## config.mk

```make
export PLATFORM = sky130hd
export DESIGN_NAME = soc_decerr_slave
export DESIGN_NICKNAME = d
export VERILOG_FILES = /design/src/rtl/ariane_soc_pkg.sv /design/src/rtl/soc_decerr_slave.sv
export SDC_FILE = /design/constraint.sdc
export NUM_CORES = 1
export LEC_CHECK = 0
export ABC_AREA = 0
export BUFFER_PORTS_ARGS = -buffer_cell sky130_fd_sc_hd__buf_4
export CORE_AREA = 2 2 132 134
export DETAILED_ROUTE_END_ITERATION = 6
export DIE_AREA = 0 0 134 136
export MAX_ROUTING_LAYER = met4
export PLACE_DENSITY = 0.7
export RECOVER_POWER = 25
export SKIP_LAST_GASP = 1
export SYNTH_ARGS = -nofsm -noshare
export SYNTH_HDL_FRONTEND = slang
export SYNTH_SLANG_ARGS = --single-unit
```

## constraint.sdc

```tcl
create_clock -name clk_i -period 6.7 [get_ports clk_i]
set_clock_uncertainty 0.1 [all_clocks]
set_input_delay 0.335 -clock clk_i [delete_from_list [all_inputs] [get_ports clk_i]]
set_output_delay 0.335 -clock clk_i [all_outputs]
set_load 0.01 [all_outputs]
```

## src/rtl/ariane_soc_pkg.sv

```systemverilog
// Shared SoC definitions: slave-port ID width, AXI response encoding and
// the state enums of the default (unmapped) decode-error slave.
package ariane_soc;

    localparam int unsigned IdWidthSlave = 6;

    localparam logic [1:0] RESP_OKAY   = 2'b00;
    localparam logic [1:0] RESP_DECERR = 2'b11;

    typedef enum logic [1:0] {
        W_IDLE = 2'd0,
        W_DATA = 2'd1,
        W_RESP = 2'd2
    } decerr_w_state_e;

    typedef enum logic {
        R_IDLE = 1'b0,
        R_DATA = 1'b1
    } decerr_r_state_e;

endpackage

```

## src/rtl/soc_decerr_slave.sv

```systemverilog
// Crossbar default slave: completes every unmapped AXI transaction with
// DECERR and logs a saturating error count plus the last offending address.
module soc_decerr_slave
    import ariane_soc::*;
#(
    parameter int unsigned          IdWidth   = ariane_soc::IdWidthSlave,
    parameter int unsigned          DataWidth = 64,
    parameter logic [DataWidth-1:0] ErrData   = 64'hBADC_AB1E_DEAD_BEEF
) (
    input  logic                 clk_i,
    input  logic                 rst_i,
    input  logic                 aw_valid_i,
    output logic                 aw_ready_o,
    input  logic [IdWidth-1:0]   aw_id_i,
    input  logic [63:0]          aw_addr_i,
    input  logic                 w_valid_i,
    output logic                 w_ready_o,
    input  logic                 w_last_i,
    output logic                 b_valid_o,
    input  logic                 b_ready_i,
    output logic [IdWidth-1:0]   b_id_o,
    output logic [1:0]           b_resp_o,
    input  logic                 ar_valid_i,
    output logic                 ar_ready_o,
    input  logic [IdWidth-1:0]   ar_id_i,
    input  logic [63:0]          ar_addr_i,
    input  logic [7:0]           ar_len_i,
    output logic                 r_valid_o,
    input  logic                 r_ready_i,
    output logic [IdWidth-1:0]   r_id_o,
    output logic [DataWidth-1:0] r_data_o,
    output logic [1:0]           r_resp_o,
    output logic                 r_last_o,
    output logic [31:0]          err_cnt_o,
    output logic [63:0]          err_addr_o
);

    decerr_w_state_e     w_state_q, w_state_d;
    decerr_r_state_e     r_state_q, r_state_d;
    logic [IdWidth-1:0]  w_id_q, w_id_d;
    logic [IdWidth-1:0]  r_id_q, r_id_d;
    logic [7:0]          r_len_q, r_len_d;
    logic [7:0]          r_cnt_q, r_cnt_d;
    logic [31:0]         err_cnt_q, err_cnt_d;
    logic [63:0]         err_addr_q, err_addr_d;
    logic [32:0]         err_sum;
    logic                aw_hs, ar_hs;

    // Every output decodes straight from flops, so no input-to-output path exists.
    assign aw_ready_o = (w_state_q == W_IDLE);
    assign w_ready_o  = (w_state_q == W_DATA);
    assign b_valid_o  = (w_state_q == W_RESP);
    assign b_id_o     = w_id_q;
    assign b_resp_o   = b_valid_o ? RESP_DECERR : RESP_OKAY;

    assign ar_ready_o = (r_state_q == R_IDLE);
    assign r_valid_o  = (r_state_q == R_DATA);
    assign r_id_o     = r_id_q;
    assign r_data_o   = r_valid_o ? ErrData : '0;
    assign r_resp_o   = r_valid_o ? RESP_DECERR : RESP_OKAY;
    assign r_last_o   = r_valid_o && (r_cnt_q == r_len_q);

    assign err_cnt_o  = err_cnt_q;
    assign err_addr_o = err_addr_q;

    assign aw_hs = aw_valid_i && aw_ready_o;
    assign ar_hs = ar_valid_i && ar_ready_o;

    always_comb begin
        // NOTE: every target gets a default first so no path can infer a latch.
        w_state_d = w_state_q;
        w_id_d    = w_id_q;
        unique case (w_state_q)
            W_IDLE: if (aw_hs) begin
                w_id_d    = aw_id_i;
                w_state_d = W_DATA;
            end
            W_DATA: if (w_valid_i && w_last_i) w_state_d = W_RESP;
            W_RESP: if (b_ready_i) w_state_d = W_IDLE;
            default: w_state_d = W_IDLE;
        endcase
    end

    always_comb begin
        r_state_d = r_state_q;
        r_id_d    = r_id_q;
        r_len_d   = r_len_q;
        r_cnt_d   = r_cnt_q;
        unique case (r_state_q)
            R_IDLE: if (ar_hs) begin
                r_id_d    = ar_id_i;
                r_len_d   = ar_len_i;
                r_cnt_d   = '0;
                r_state_d = R_DATA;
            end
            // The counter stops on the last beat, so len=255 never wraps it.
            R_DATA: if (r_ready_i) begin
                if (r_last_o) r_state_d = R_IDLE;
                else          r_cnt_d   = r_cnt_q + 8'd1;
            end
            default: r_state_d = R_IDLE;
        endcase
    end

    always_comb begin
        err_sum    = {1'b0, err_cnt_q} + 33'(aw_hs) + 33'(ar_hs);
        err_cnt_d  = err_sum[32] ? 32'hFFFF_FFFF : err_sum[31:0];
        err_addr_d = err_addr_q;
        if (ar_hs)      err_addr_d = ar_addr_i;
        else if (aw_hs) err_addr_d = aw_addr_i;
    end

    always_ff @(posedge clk_i or posedge rst_i) begin
        // NOTE: state registers use non-blocking assignments so all flops update together.
        if (rst_i) begin
            w_state_q  <= W_IDLE;
            r_state_q  <= R_IDLE;
            w_id_q     <= '0;
            r_id_q     <= '0;
            r_len_q    <= '0;
            r_cnt_q    <= '0;
            err_cnt_q  <= '0;
            err_addr_q <= '0;
        end else begin
            w_state_q  <= w_state_d;
            r_state_q  <= r_state_d;
            w_id_q     <= w_id_d;
            r_id_q     <= r_id_d;
            r_len_q    <= r_len_d;
            r_cnt_q    <= r_cnt_d;
            err_cnt_q  <= err_cnt_d;
            err_addr_q <= err_addr_d;
        end
    end

endmodule

```

==> results.md, run 1 <==
- Setup repair after global routing left no endpoint under its margin.
- In this run the worst path has a maximum fanout of 59.
- The leakage power summed over all cells is 0.00417 uW.
- The worst path buffer plus inverter count is 1.
- In this run the tightest slew margin relative to its limit is -71.6%.
- The number of search-and-repair iterations in the first detailed-routing pass is 5.
- The data arrival time at the worst-slack endpoint is 4.05 ns.
- TritonCTS built the clock tree.
- In this run the most critical hold path is launched from ar_addr_i[63].
- Entering global routing, the biggest net connects 116 pins.
- The number of nets in the layout is 1061.
- Dividing the detail-routed via count by the number of cells gives 4.86.
- After detailed routing, the number of remaining DRC violations is 0.
- The count of buffers added by post-CTS timing repair for setup is 0.
- The tightest hold margin is 0.0334 ns.
- A synthesized cell averages 10.2 um^2.
- The tree is rooted in a clkbuf_16.
- In the global route stage, overall resource usage came out at 20.3%.
- The total number of clock tree sinks is 127.
- The final critical-path required period is 3.84 ns.
- The via count of the first global-routing pass was 5388.
- In this run the cell area measured after placement is 8670 um^2.
- The stage delay of the slowest cell on the critical path is 0.71 ns.
- The total half-perimeter wirelength after legalization and detailed placement is 13200 um.
- The die covers 18200 um^2.
- The row count is 48.
- The slowest stage of the critical path is the nand3_1 cell.
- The count of inserted antenna diode cells is 0.
- The detailed-route via count is 5536.
- The flop and latch count out of synthesis is 127.
- From left edge to right edge, the die measures 134 um.
- The worst path uses 57.3% of the clock period.
- In this run, the number of DRC markers left after iteration 0 of detailed routing was 200.
- After detailed placement, the design holds a cell count of 1107.
- The critical path goes through buf_4 -> nor2b_4 -> fa_1 -> ha_1 -> nand3_2 -> nor4_2 -> nand3_1 -> nand3_1.
- The deepest clock path buffer count is 2.
- The post-synthesis instance area is 6540 um^2.
- The cell area after layout is 9070 um^2.
- The startpoint of the worst-slack reg-to-reg timing path is r_valid_o.
- The number of pins exceeding their max-slew limit in the final report is 54.
- The largest delay contributor family on the critical path is simple AND/OR/NAND/NOR gates.
- At the worst endpoint, the required time is 6.91 ns.
- Clock-pin slew was measured on the worst setup and hold paths at 0.06 ns.
- Sequential cells were found to cover 48.6% of the synthesized design area.
- The leading cell type in the layout, fill and taps excluded is buf_4.
- For this design the top-level I/O count stands at 338.
- The core box area is 16900 um^2.
- Adding up every negative setup slack in the final design gives 0 ns.
- The final reports fail on max-capacitance violations, max-slew violations.
- The height of the chip is 136 um.
- The layout overhead on the synthesized area is 38.6%.
- The path class of the lowest-slack min-delay path is primary input to register.
- In the layout the commonest cells are buf_4, dfrtp_1, nand2_1, o21ai_0, mux2i_1.
- The worst setup path is launched from a register.
- Excluding fillers, the count of instances in the completed layout stands at 1138.
- The number of instances in the synthesized netlist is 642.
- The number of antenna violations at the first check in global routing was 0.
- The flow ran to the end, but the final reports show violations.
- The layout has 1556 filler cells.
- For the pin with the worst max-slew slack, the measured transition is 2.56 ns.
- Dividing total power by cell area gives a power density of 373 nW/um^2.
- After global routing the overflow that remains totals 0.
- The cell occurring most often along the worst timing path is nand3_1.
- The initial standard-cell utilization of the core is 38.8%.
- STA classifies the critical path endpoint as a register.
- The port buffer count is 316.
- The depth of the CTS H-tree is 4.
- After detailed routing, the total wire length is 18400 um.
- For this run, the top clock speed supported by timing is 261 MHz.
- The number of hold buffers added after CTS was 1.
- The count of nets left with antenna violations once routing finished came out at 0.
- The yosys synthesis warning count is 0.
- The share of final-layout standard cells stronger than drive strength 1 is 36.5%.
- In this run, CTS created clock tree buffers numbering 17.
- The count of cells resized by post-cts repair is 0.
- The average wire per cell in the routed design is 16.2 um.
- The total count of hold-check failures in the final report is 0.
- Routability-driven placement finished with a final weighted congestion of 0.825.
- Clock latency on the worst-skew pair, taken at its later pin, is 0.40 ns.
- The path type of the worst setup path is register to register.
- The number of different library cells used by synthesis comes to 42.
- The worst-case IR drop observed on VDD is 0.000179 V.
- The startpoint of the most critical setup path is r_valid_o.
- Setup violations remaining at the end of the flow were counted as 0.
- The max-cap check violation count is 1.
- The first global-routing pass estimated 28200 um of wire.
## path summary, 6_finish.rpt
path / endpoint / slack, ns / cells after the start
setup / recovery: err_cnt_o[21] / 2.86 / 8
hold / removal: err_addr_o[63] / 0.03 / 3
setup reg to reg: err_cnt_o[21] / 2.86 / 8
hold reg to reg: r_id_o[4] / 0.41 / 1
max in group asynchronous: err_cnt_o[13] / 3.55 / 4
min in group asynchronous: err_cnt_o[20] / 1.10 / 3
## worst register-to-register path, stage by stage (launching register included)
cell     delay [ns]
dfrtp_1        0.36
buf_4          0.28
nor2b_4        0.70
fa_1           0.39
ha_1           0.25
nand3_2        0.19
nor4_2         0.49
nand3_1        0.71
nand3_1        0.28
## sequential cells by signal, indices dropped and copies added, names as in the netlist
name / count
err_cnt_o: 32
r_valid_o: 1
r_len_q: 8
b_id_o: 6
w_state_q: 2
err_addr_o: 64
r_cnt_q: 8
r_id_o: 6
## through the flow
step,util (%),setup slack (ns),total power [uW]
detailed placement,51.4,2.82,2620
floorplan,-,2.88,1980
finish,53.7,2.86,3380
global placement,51.4,3.00,2600
CTS,54.8,2.82,3540
global route,53.7,2.44,3590
## power by group
group | internal [uW] | switching, uW | total, uW
clock network | 582 | 326 | 908
logic | 591 | 618 | 1210
registers | 1070 | 195 | 1270
total | 2240 | 1140 | 3380
## cells in the mapped netlist
| cell | count | area, um^2 |
|---|---|---|
| a21o_1 | 1 | 7.51 |
| a21oi_1 | 3 | 15.0 |
| a221o_1 | 7 | 70.1 |
| a22o_1 | 1 | 8.76 |
| a31oi_1 | 4 | 25.0 |
| a32o_1 | 1 | 10.0 |
| a41oi_1 | 1 | 8.76 |
| and2_1 | 1 | 6.26 |
| and3_1 | 11 | 68.8 |
| and4_1 | 4 | 35.0 |
| buf_2 | 8 | 40.0 |
| buf_4 | 68 | 510 |
| clkbuf_1 | 24 | 90.1 |
| conb_1 | 1 | 3.75 |
| dfrtp_1 | 127 | 3180 |
| fa_1 | 1 | 20.0 |
| ha_1 | 2 | 25.0 |
| inv_1 | 7 | 26.3 |
| mux2_2 | 26 | 293 |
| mux2i_1 | 64 | 641 |
| nand2_1 | 97 | 364 |
| nand2b_1 | 4 | 25.0 |
| nand3_1 | 20 | 100 |
| nand3_2 | 1 | 10.0 |
| nand4_1 | 12 | 75.1 |
| nand4_2 | 2 | 25.0 |
| nor2_1 | 7 | 26.3 |
| nor2b_1 | 3 | 18.8 |
| nor3_1 | 12 | 60.1 |
| nor4_1 | 9 | 56.3 |
| nor4_2 | 1 | 12.5 |
| nor4b_1 | 1 | 8.76 |
| o21a_1 | 1 | 7.51 |
| o21ai_0 | 70 | 350 |
| o311a_1 | 1 | 10.0 |
| o31a_1 | 1 | 8.76 |
| o31ai_1 | 7 | 52.6 |
| or2_2 | 3 | 18.8 |
| or3_1 | 5 | 31.3 |
| or4_1 | 4 | 30.0 |
| xnor2_1 | 18 | 158 |
| xor2_1 | 1 | 8.76 |
## metal layers
layer,global-route usage (%),vias up,wire [um]
met1,25.2,2608,7880
li1,-,2691,-
met3,5.26,28,1210
met5,-,-,0
met4,7.57,0,410
met2,31.9,209,8930
## cells by family (layout without fill, tap and decap cells)
kind of cell | count (synthesis) | after routing | share of synthesized area (%)
DFF | 127 | 127 | 48.6
muxes | 90 | 90 | 14.3
AOI/OAI and AO/OA | 98 | 98 | 8.78
adders and majority gates | 3 | 3 | 0.689
and+or+nand+nor | 197 | 197 | 14.9
buffers and inverters | 107 | 358 | 10.2
other | 1 | 21 | 0.0573
xor gates and xnor gates | 19 | 19 | 2.54
## cell type report
| type | count | area (um^2) | area share, % |
|---|---|---|---|
| repair buffers | 321 | 2220 | 24.5 |
| well taps | 225 | 282 | 3.11 |
| multi-input cells | 428 | 2780 | 30.7 |
| inverters | 7 | 27.5 | 0.304 |
| clock inverters | 6 | 82.6 | 0.911 |
| clock buffers | 24 | 492 | 5.42 |
| flip-flops and latches | 127 | 3180 | 35.1 |
Power figures use the tool's default switching activity.
==> run 2, diff against run 1 <==
- CORE_AREA: 2 2 132 134 -> 2 2 130 132
- DIE_AREA: 0 0 134 136 -> 0 0 132 134
- PLACE_DENSITY: 0.7 -> 0.72
- clock period: 6.7 -> 4 ns (I/O delays scaled with it)
==> run 2 against run 1 <==
  * The run still ends with max-capacitance violations, max-slew violations left
  * Cell count increased by 12%
  * Final area grew 13%
  * Critical path depth is 1 lower
  * Core utilization up 9.4 points
  * Wire length grew 14%
  * Count of clock-buffer cells in the layout down 4
  * Setup slack got worse by 2.0 ns
  * Non-clock buffer count increased by 139
  * Combinational power grew 100%
==> results.md, run 2 (synthesized netlist as in run 1, its figures left out) <==
- For the finished layout, the period the worst path requires is 3.10 ns.
- The cell area after layout is 10300 um^2.
- The max-cap check violation count is 1.
- The count of inserted antenna diode cells is 0.
- The maximum clock frequency is 323 MHz.
- The sum of routed wire length over all layers is 21000 um.
- After detailed routing, the average wire length per cell comes to 16.5 um.
- The global routing met2 resource utilization is 39.0%.
- Global routing used 29.4% of the available met1 tracks.
- Dividing total power by cell area gives a power density of 589 nW/um^2.
- The overall power after layout is 6060 uW.
- The die covers 17700 um^2.
- Summed over all cells, the static leakage comes to 0.00459 uW.
- In this run the cell area measured after placement is 8690 um^2.
- The number of gates resized after CTS was 0.
- The via count of the first global-routing pass is 6222.
- The number of pins exceeding their max-slew limit in the final report is 68.
- The clock passes through at most 2 buffers.
- The setup check on the worst reg-to-reg path leaves a slack of 0.90 ns.
- Global routing used 5.71% of the available met3 tracks.
- At the worst endpoint, the required time is 4.20 ns.
- The die is 134 um tall.
- The worst hold path was traced through 3 stages.
- The final estimated routing congestion in global placement is 0.811.
- The H-tree was split into 4 levels.
- The via count normalized by instance count is 4.91.
- The all-layer global routing usage is 24.1%.
- The cell that appears most often on the critical path is buf_4.
- The number of search-and-repair iterations in the first detailed-routing pass is 5.
- The row count is 47.
- For the worst setup path, the data arrival time is 3.30 ns.
- Timing analysis after detailed placement gives a worst setup slack of 0.914 ns.
- The critical path is of the register to register type.
- The critical path goes through nor2_1 -> and2_4 -> buf_4 -> buf_4 -> mux2i_1 -> o21ai_0 -> dlygate4sd3_1.
- The tightest hold margin is 0.00206 ns.
- The number of buffers inserted by hold repair at cts is 138.
- The clock buffer count from CTS is 17.
- The final reports fail on max-capacitance violations, max-slew violations.
- The worst slew margin relative to its limit is -75.8%.
- The initial standard-cell utilization of the core is 40.1%.
- Clock tree synthesis found a total of 127 sinks.
- The number of antenna violations at the first check in global routing is 0.
- The root buffer cell chosen for the clock tree is clkbuf_16.
- For the worst-skew pair, the clock arrives at the later sink with an insertion delay of 0.42 ns.
- The first global-routing pass estimated 32800 um of wire.
- The run finished, with violations left.
- The detailed-route DRC error count is 0.
- The final setup violation count is 0.
- The stage delay of the slowest cell on the critical path is 0.72 ns.
- STA classifies the critical path startpoint as a register.
- The count of nets left with antenna violations once routing finished came out at 0.
- 338 I/O pins were placed.
- The detailed router finished its first iteration with 302 violations.
- The path class of the lowest-slack min-delay path is primary input to register.
- Setup repair after global routing left no endpoint under its margin.
- The worst-case IR drop observed on VDD is 0.000340 V.
- The number of cells on the worst reg-to-reg path is 7.
- Once detailed placement completed, the half-perimeter wirelength came to 13100 um.
- The final sum of negative setup slack is 0 ns.
- The leading cell type in the layout, fill and taps excluded is buf_4.
- The maximum fanout count along the critical path is 46.
- The largest net degree at the start of global routing is 129.
- For this run, the post-layout net count is 1200.
- The final critical path takes up 77.4% of the cycle.
- For this block, the via count after detailed routing is 6246.
- The worst setup path is captured at a register.
- Clock-pin slew was measured on the worst setup and hold paths at 0.06 ns.
- The total overflow reported by the global router is 0.
- The flip-flop count of the largest register, all copies and words added is 64.
- At the pin with the least slew margin, the transition time is 2.64 ns.
- After clock tree synthesis, the setup repair step added 0 buffers.
- The worst setup slack after layout is 0.902 ns.
- The global routing stage identified its most utilized layer as met2.
- The share of final-layout standard cells stronger than drive strength 1 is 28.2%.
- On the critical path, the stage with the largest delay is an instance of buf_4.
- TritonCTS built the clock tree.
- The top cell types in the final layout, fill and taps aside, are buf_4, dlygate4sd3_1, dfrtp_1, nand2_1, clkbuf_1.
- The total count of hold-check failures in the final report came to 0.
- During placement, the flow inserted port buffers numbering 316.
- The die outline width is 132 um.
- The layout overhead on the synthesized area is 57.2%.
- The core box area is 16300 um^2.
## run 2: cell count changes in the layout (fill, tap and decap cells not counted), sizes merged
cell         before  now
buf             269  231
bufinv            2    1
clkbuf           75  111
clkinv            3    5
clkinvlp          2    5
dlygate4sd3       1  138
inv               6    7
## run 2: area by class of cell
cell class | instances | area [um^2]
clock buffer | 20 | 457
fill | 1349 | 6010
multi-input combinational | 428 | 2780
tap | 220 | 275
clock inverter | 11 | 92.6
timing repair buffer | 460 | 3470
sequential | 127 | 3180
inverter | 7 | 26.3
## run 2: final timing paths
| check | endpoint | startpoint |
|---|---|---|
| min in group asynchronous | r_id_o[3] | rst_i |
| max in group asynchronous | err_addr_o[61] | rst_i |
| worst min register to register | r_id_o[5] | r_id_o[5] |
| worst max-delay path | err_addr_o[49] | w_state_q[1] |
| worst min-delay path | err_addr_o[47] | aw_addr_i[47] |
| worst max register to register | err_addr_o[49] | w_state_q[1] |
## run 2: critical path: cells and delay by family (launching register included)
kind,cells,cell delay [ns]
DFF,1,0.38
buffers and inverters,3,1.78
and+or+nand+nor,2,0.32
AOI/OAI and AO/OA,1,0.11
muxes,1,0.26
## run 2: metal layers
metal | part of all wire [%] | routed length, um
met5 | 0 | 0
met4 | 2.5 | 522
met3 | 5.9 | 1240
met2 | 49 | 10200
met1 | 43 | 9010
## run 2: report_power, final
group	leakage (uW)	internal (uW)	switching, uW
clock network	0.000259	876	563
registers	0.00156	1790	357
logic	0.00277	1290	1180
## run 2: stage by stage
stage | util (%) | instances
finish | 63.1 | 1273
detailed placement | 53.4 | 1104
floorplan | - | 662
global route | 63.1 | 1273
global placement | 53.4 | 1104
CTS | 65.2 | 1273
==> run 3, diff against run 2 <==
- ABC_AREA: 0 -> 1
- CORE_AREA: 2 2 130 132 -> unset
- CORE_MARGIN: unset -> 2
- CORE_UTILIZATION: unset -> 42
- DIE_AREA: 0 0 132 134 -> unset
- PLACE_DENSITY: 0.72 -> 0.77
- clock period: 4 -> 2.7 ns (I/O delays scaled with it)
==> run 3 against run 2 <==
  * The flow still finishes with violations (max-capacitance violations, max-slew violations)
  * Sequential share of layout area decreased by 2.3 points
  * First-iteration DRC count increased by 120%
  * Final area increased by 8.2%
  * Count of clock-buffer cells in the layout unchanged
  * Non-clock buffer count increased by 31
  * Critical path depth unchanged
  * Synthesized cell count increased by 40%
  * Sequential power increased by 47%
  * Register-to-register slack got worse by 0.88 ns
  * Critical path type unchanged
  * Largest power group unchanged
  * Highest routed layer unchanged
==> results.md, run 3 <==
- The run finished, with violations left.
- The checks that failed: max-capacitance violations, max-slew violations.
- The required time of the critical path is 2.95 ns.
- IR analysis of the VDD net gives a maximum drop of 0.000485 V.
- The max-cap check violation count is 1.
- The H-tree was split into 4 levels.
- By count the netlist is led by nand2_1, dfrtp_1, nor2_1.
- Counting buffers and inverters, the worst setup path is 7 cells deep.
- The deepest clock path buffer count is 2.
- The final estimated routing congestion in global placement is 0.915.
- The sum of routed wire length over all layers is 26500 um.
- Once layout is complete, the cells apart from fillers number 1556.
- For the pin with the worst max-slew slack, the measured transition is 1.75 ns.
- The path type of the worst setup path is register to register.
- The share of synthesized flip-flops with an asynchronous set or reset is 100%.
- The number of top-level pins is 338.
- The data arrival time at the worst-slack endpoint is 2.93 ns.
- The height of the chip is 132 um.
- The detailed-route DRC error count is 0.
- The register with the most flip-flops in the layout has 64 of them.
- The number of synthesized flops with an enable pin is 0.
- The slowest library cell on the worst path is buf_4.
- The floorplan step defined a core boundary enclosing 15900 um^2.
- The port buffer count is 316.
- Dividing the detail-routed via count by the number of cells gives 5.05.
- The number of cells on the worst reg-to-reg path is 7.
- The total count of hold-check failures in the final report is 0.
- The worst path buffer plus inverter count is 4.
- After floorplanning, the core was divided into 46 placement rows.
- The path class of the lowest-slack min-delay path is primary input to register.
- The via count of the first global-routing pass was 7943.
- The number of antenna violations at the first check in global routing is 1.
- The die is 132 um wide.
- After synthesis, the cell types taking the most area are dfrtp_1, nand2_1, buf_4.
- Of all nets on the critical path, the largest fanout is 82.
- In this run the worst setup path terminates at err_addr_o[11].
- Walking the worst path, the cells encountered are inv_4 -> nand2_4 -> inv_2 -> buf_4 -> nand2_1 -> a31oi_1 -> dlygate4sd3_1.
- Leaving out fill and tap cells, the most frequent cells in the layout are nand2_1, buf_4, dlygate4sd3_1, dfrtp_1, nor2_1.
- OpenSTA, run right after detailed placement, puts the worst setup slack at 0.186 ns.
- The worst path meets setup with 0.0225 ns of slack.
- The clock latency of the later-clocked register in the worst-skew pair is 0.42 ns.
- The die area is 17400 um^2.
- In the final layout, flip-flops and latches occupy 3180 um^2.
- The area of combinational cells with multiple inputs is 2910 um^2.
- The layout overhead on the synthesized area is 61.9%.
- The initial standard-cell utilization of the core is 43.1%.
- The final critical-path required period is 2.68 ns.
- The most used standard cell by instance count after synthesis is nand2_1.
- The largest net degree at the start of global routing is 83.
- Dividing the detail-routed wire length by the instance count gives 17.0 um.
- The fraction of synthesized cell area taken by the top area cell type is 46.3%.
- The root buffer cell is clkbuf_16.
- The wire length of the first global-routing pass is 41400 um.
- The sequential area share after synthesis is 46.3%.
- For this block, the initial DRC count from the detailed router was 660.
- The share of final-layout standard cells stronger than drive strength 1 is 27.6%.
- After clock tree synthesis, the clock-pin slew on the worst setup and hold paths is 0.06 ns.
- The number of instances in the synthesized netlist is 899.
- The total overflow reported by the global router is 0.
- The number of pins exceeding their max-slew limit in the final report is 70.
- Clock tree synthesis inserted a total of 17 buffers.
- The library cell occupying the most area in the post-synthesis netlist is dfrtp_1.
- The detail route stage leaves a number of antenna-violating nets equal to 0.
- Yosys mapped the design onto 32 distinct sky130hd cell types.
- Among cell families on the critical path, the largest total delay comes from buffers and inverters.
- The number of placed cells counting well taps is 1362.
- The slack of the worst reg-to-reg path is 0.02 ns.
- Setup repair after global routing left no endpoint under its margin.
- The number of search-and-repair iterations in the first detailed-routing pass is 6.
- The fraction of the core area covered by cells at the end of the flow is 69.8%.
- Once placement finished, the instance area stood at 9080 um^2.
- The instance count along the most critical hold path is 4.
- Headroom to the max-slew limit came out at -16.5%.
- Global routing consumed, over all layers together, 30.8% of the routing resources.
- The capture instance of the worst register-to-register path is err_addr_o[11].
- The post-synthesis instance area is 6870 um^2.
- The worst setup path is captured at a register.
- The fill cell total of the finished layout is 1196.
- The dominant register cell in the synthesized netlist is dfrtp_1.
- Setup violations remaining at the end of the flow were counted as 0.
- The clock tree from TritonCTS is done.
- A synthesized cell averages 7.64 um^2.
- Once layout is done, the placed cells without fillers occupy 11100 um^2.
- The yosys synthesis warning count is 0.
- The number of nets in the layout is 1485.
- The flop and latch count out of synthesis is 127.
- Leaving out fill and tap cells, the most frequent cell in the layout is nand2_1.
- The clock drives 127 sinks.
- The worst setup path is launched from a register.
- The detailed-route via count is 7865.
- Based on the critical path, the design can be clocked at up to 373 MHz.
- The critical path starts at r_valid_o.
- For this design the static power due to leakage is 0.00536 uW.
- In this run the critical register-to-register path is launched from r_valid_o.
- In this design, the stage delay of the slowest critical-path cell is 0.62 ns.
- The worst path uses 99.2% of the clock period.
- In this run the power density over the cells is 858 nW/um^2.
- Once detailed placement completed, the half-perimeter wirelength came to 15500 um.
-- run 3: cell types whose count changed in the layout (fill, tap and decap cells not counted), sizes merged, moves of 48 or more --
cell | previous run | this run
nor2 | 7 | 118
clkbuf | 111 | 56
o21ai | 70 | 16
mux2i | 64 | 0
nand2 | 97 | 324
inv | 7 | 55
a31oi | 4 | 64
buf | 231 | 295
-- run 3: stage by stage --
stage	power (uW)	hold WS [ns]	TNS [ns]
after detailed placement	6320	0.179	0
final	9540	0.0198	0
after floorplan	4730	0.121	-0.344
after global routing	10000	0.0412	0
after global placement	6230	0.175	0
after CTS	9480	0.00186	0
-- run 3: cell families (layout without fill, tap and decap cells) --
| logic type | after synthesis | count (layout) | share of synthesized area (%) |
|---|---|---|---|
| DFF | 127 | 127 | 46.3 |
| adders and majority gates | 3 | 3 | 0.656 |
| xor gates and xnor gates | 4 | 4 | 0.510 |
| buffers and inverters | 158 | 578 | 13.3 |
| AOI/OAI and AO/OA | 85 | 85 | 7.56 |
| other | 1 | 22 | 0.0546 |
| and+or+nand+nor | 521 | 521 | 31.6 |
-- run 3: metal layers --
layer / vias up / routed length [um] / share of wire (%) / track usage (%)
met4: 0 / 1260 / 4.7 / 16.0
met1: 3742 / 10100 / 38 / 34.3
met3: 98 / 1780 / 6.7 / 7.46
met5: - / 0 / 0 / -
li1: 3644 / - / - / -
met2: 381 / 13300 / 50 / 51.5
-- run 3: report_power, final --
part           switching [uW]  total [uW]  internal, uW
combinational            1970        4120          2150
clock                     916        2260          1340
sequential                552        3160          2610
-- run 3: layout make-up --
class / count / share of cell area, %
inverters: 55 / 1.95
clock buffers: 20 / 4.20
multi-input cells: 634 / 26.2
clock inverters: 12 / 0.990
diodes: 1 / 0.0225
flip-flops and latches: 127 / 28.6
well taps: 216 / 2.43
repair buffers: 491 / 35.7
-- run 3: worst register-to-register path: stages (launching register included) --
cell	delay, ns
dfrtp_2	0.42
inv_4	0.12
nand2_4	0.09
inv_2	0.07
buf_4	0.62
nand2_1	0.33
a31oi_1	0.27
dlygate4sd3_1	0.61
-- run 3: what timing repair did --
item / CTS / global route
hold endpoints to repair: 214 / 0
hold buffers: 160 / 0
setup endpoints to repair: 0 / 5
gates resized for setup: 0 / 1
buffers inserted: 0 / 1
-- run 3: worst min path at each step --
stage / end / slack [ns] / startpoint
3_5_place_dp: err_cnt_o[1] / 0.18 / rst_i
2_1_floorplan: w_state_q[1] / 0.12 / b_ready_i
5_1_grt: r_valid_o / 0.04 / r_ready_i
6_report: r_valid_o / 0.02 / r_ready_i
4_1_cts: r_valid_o / 0.002 / r_ready_i
3_3_place_gp: err_addr_o[33] / 0.18 / rst_i
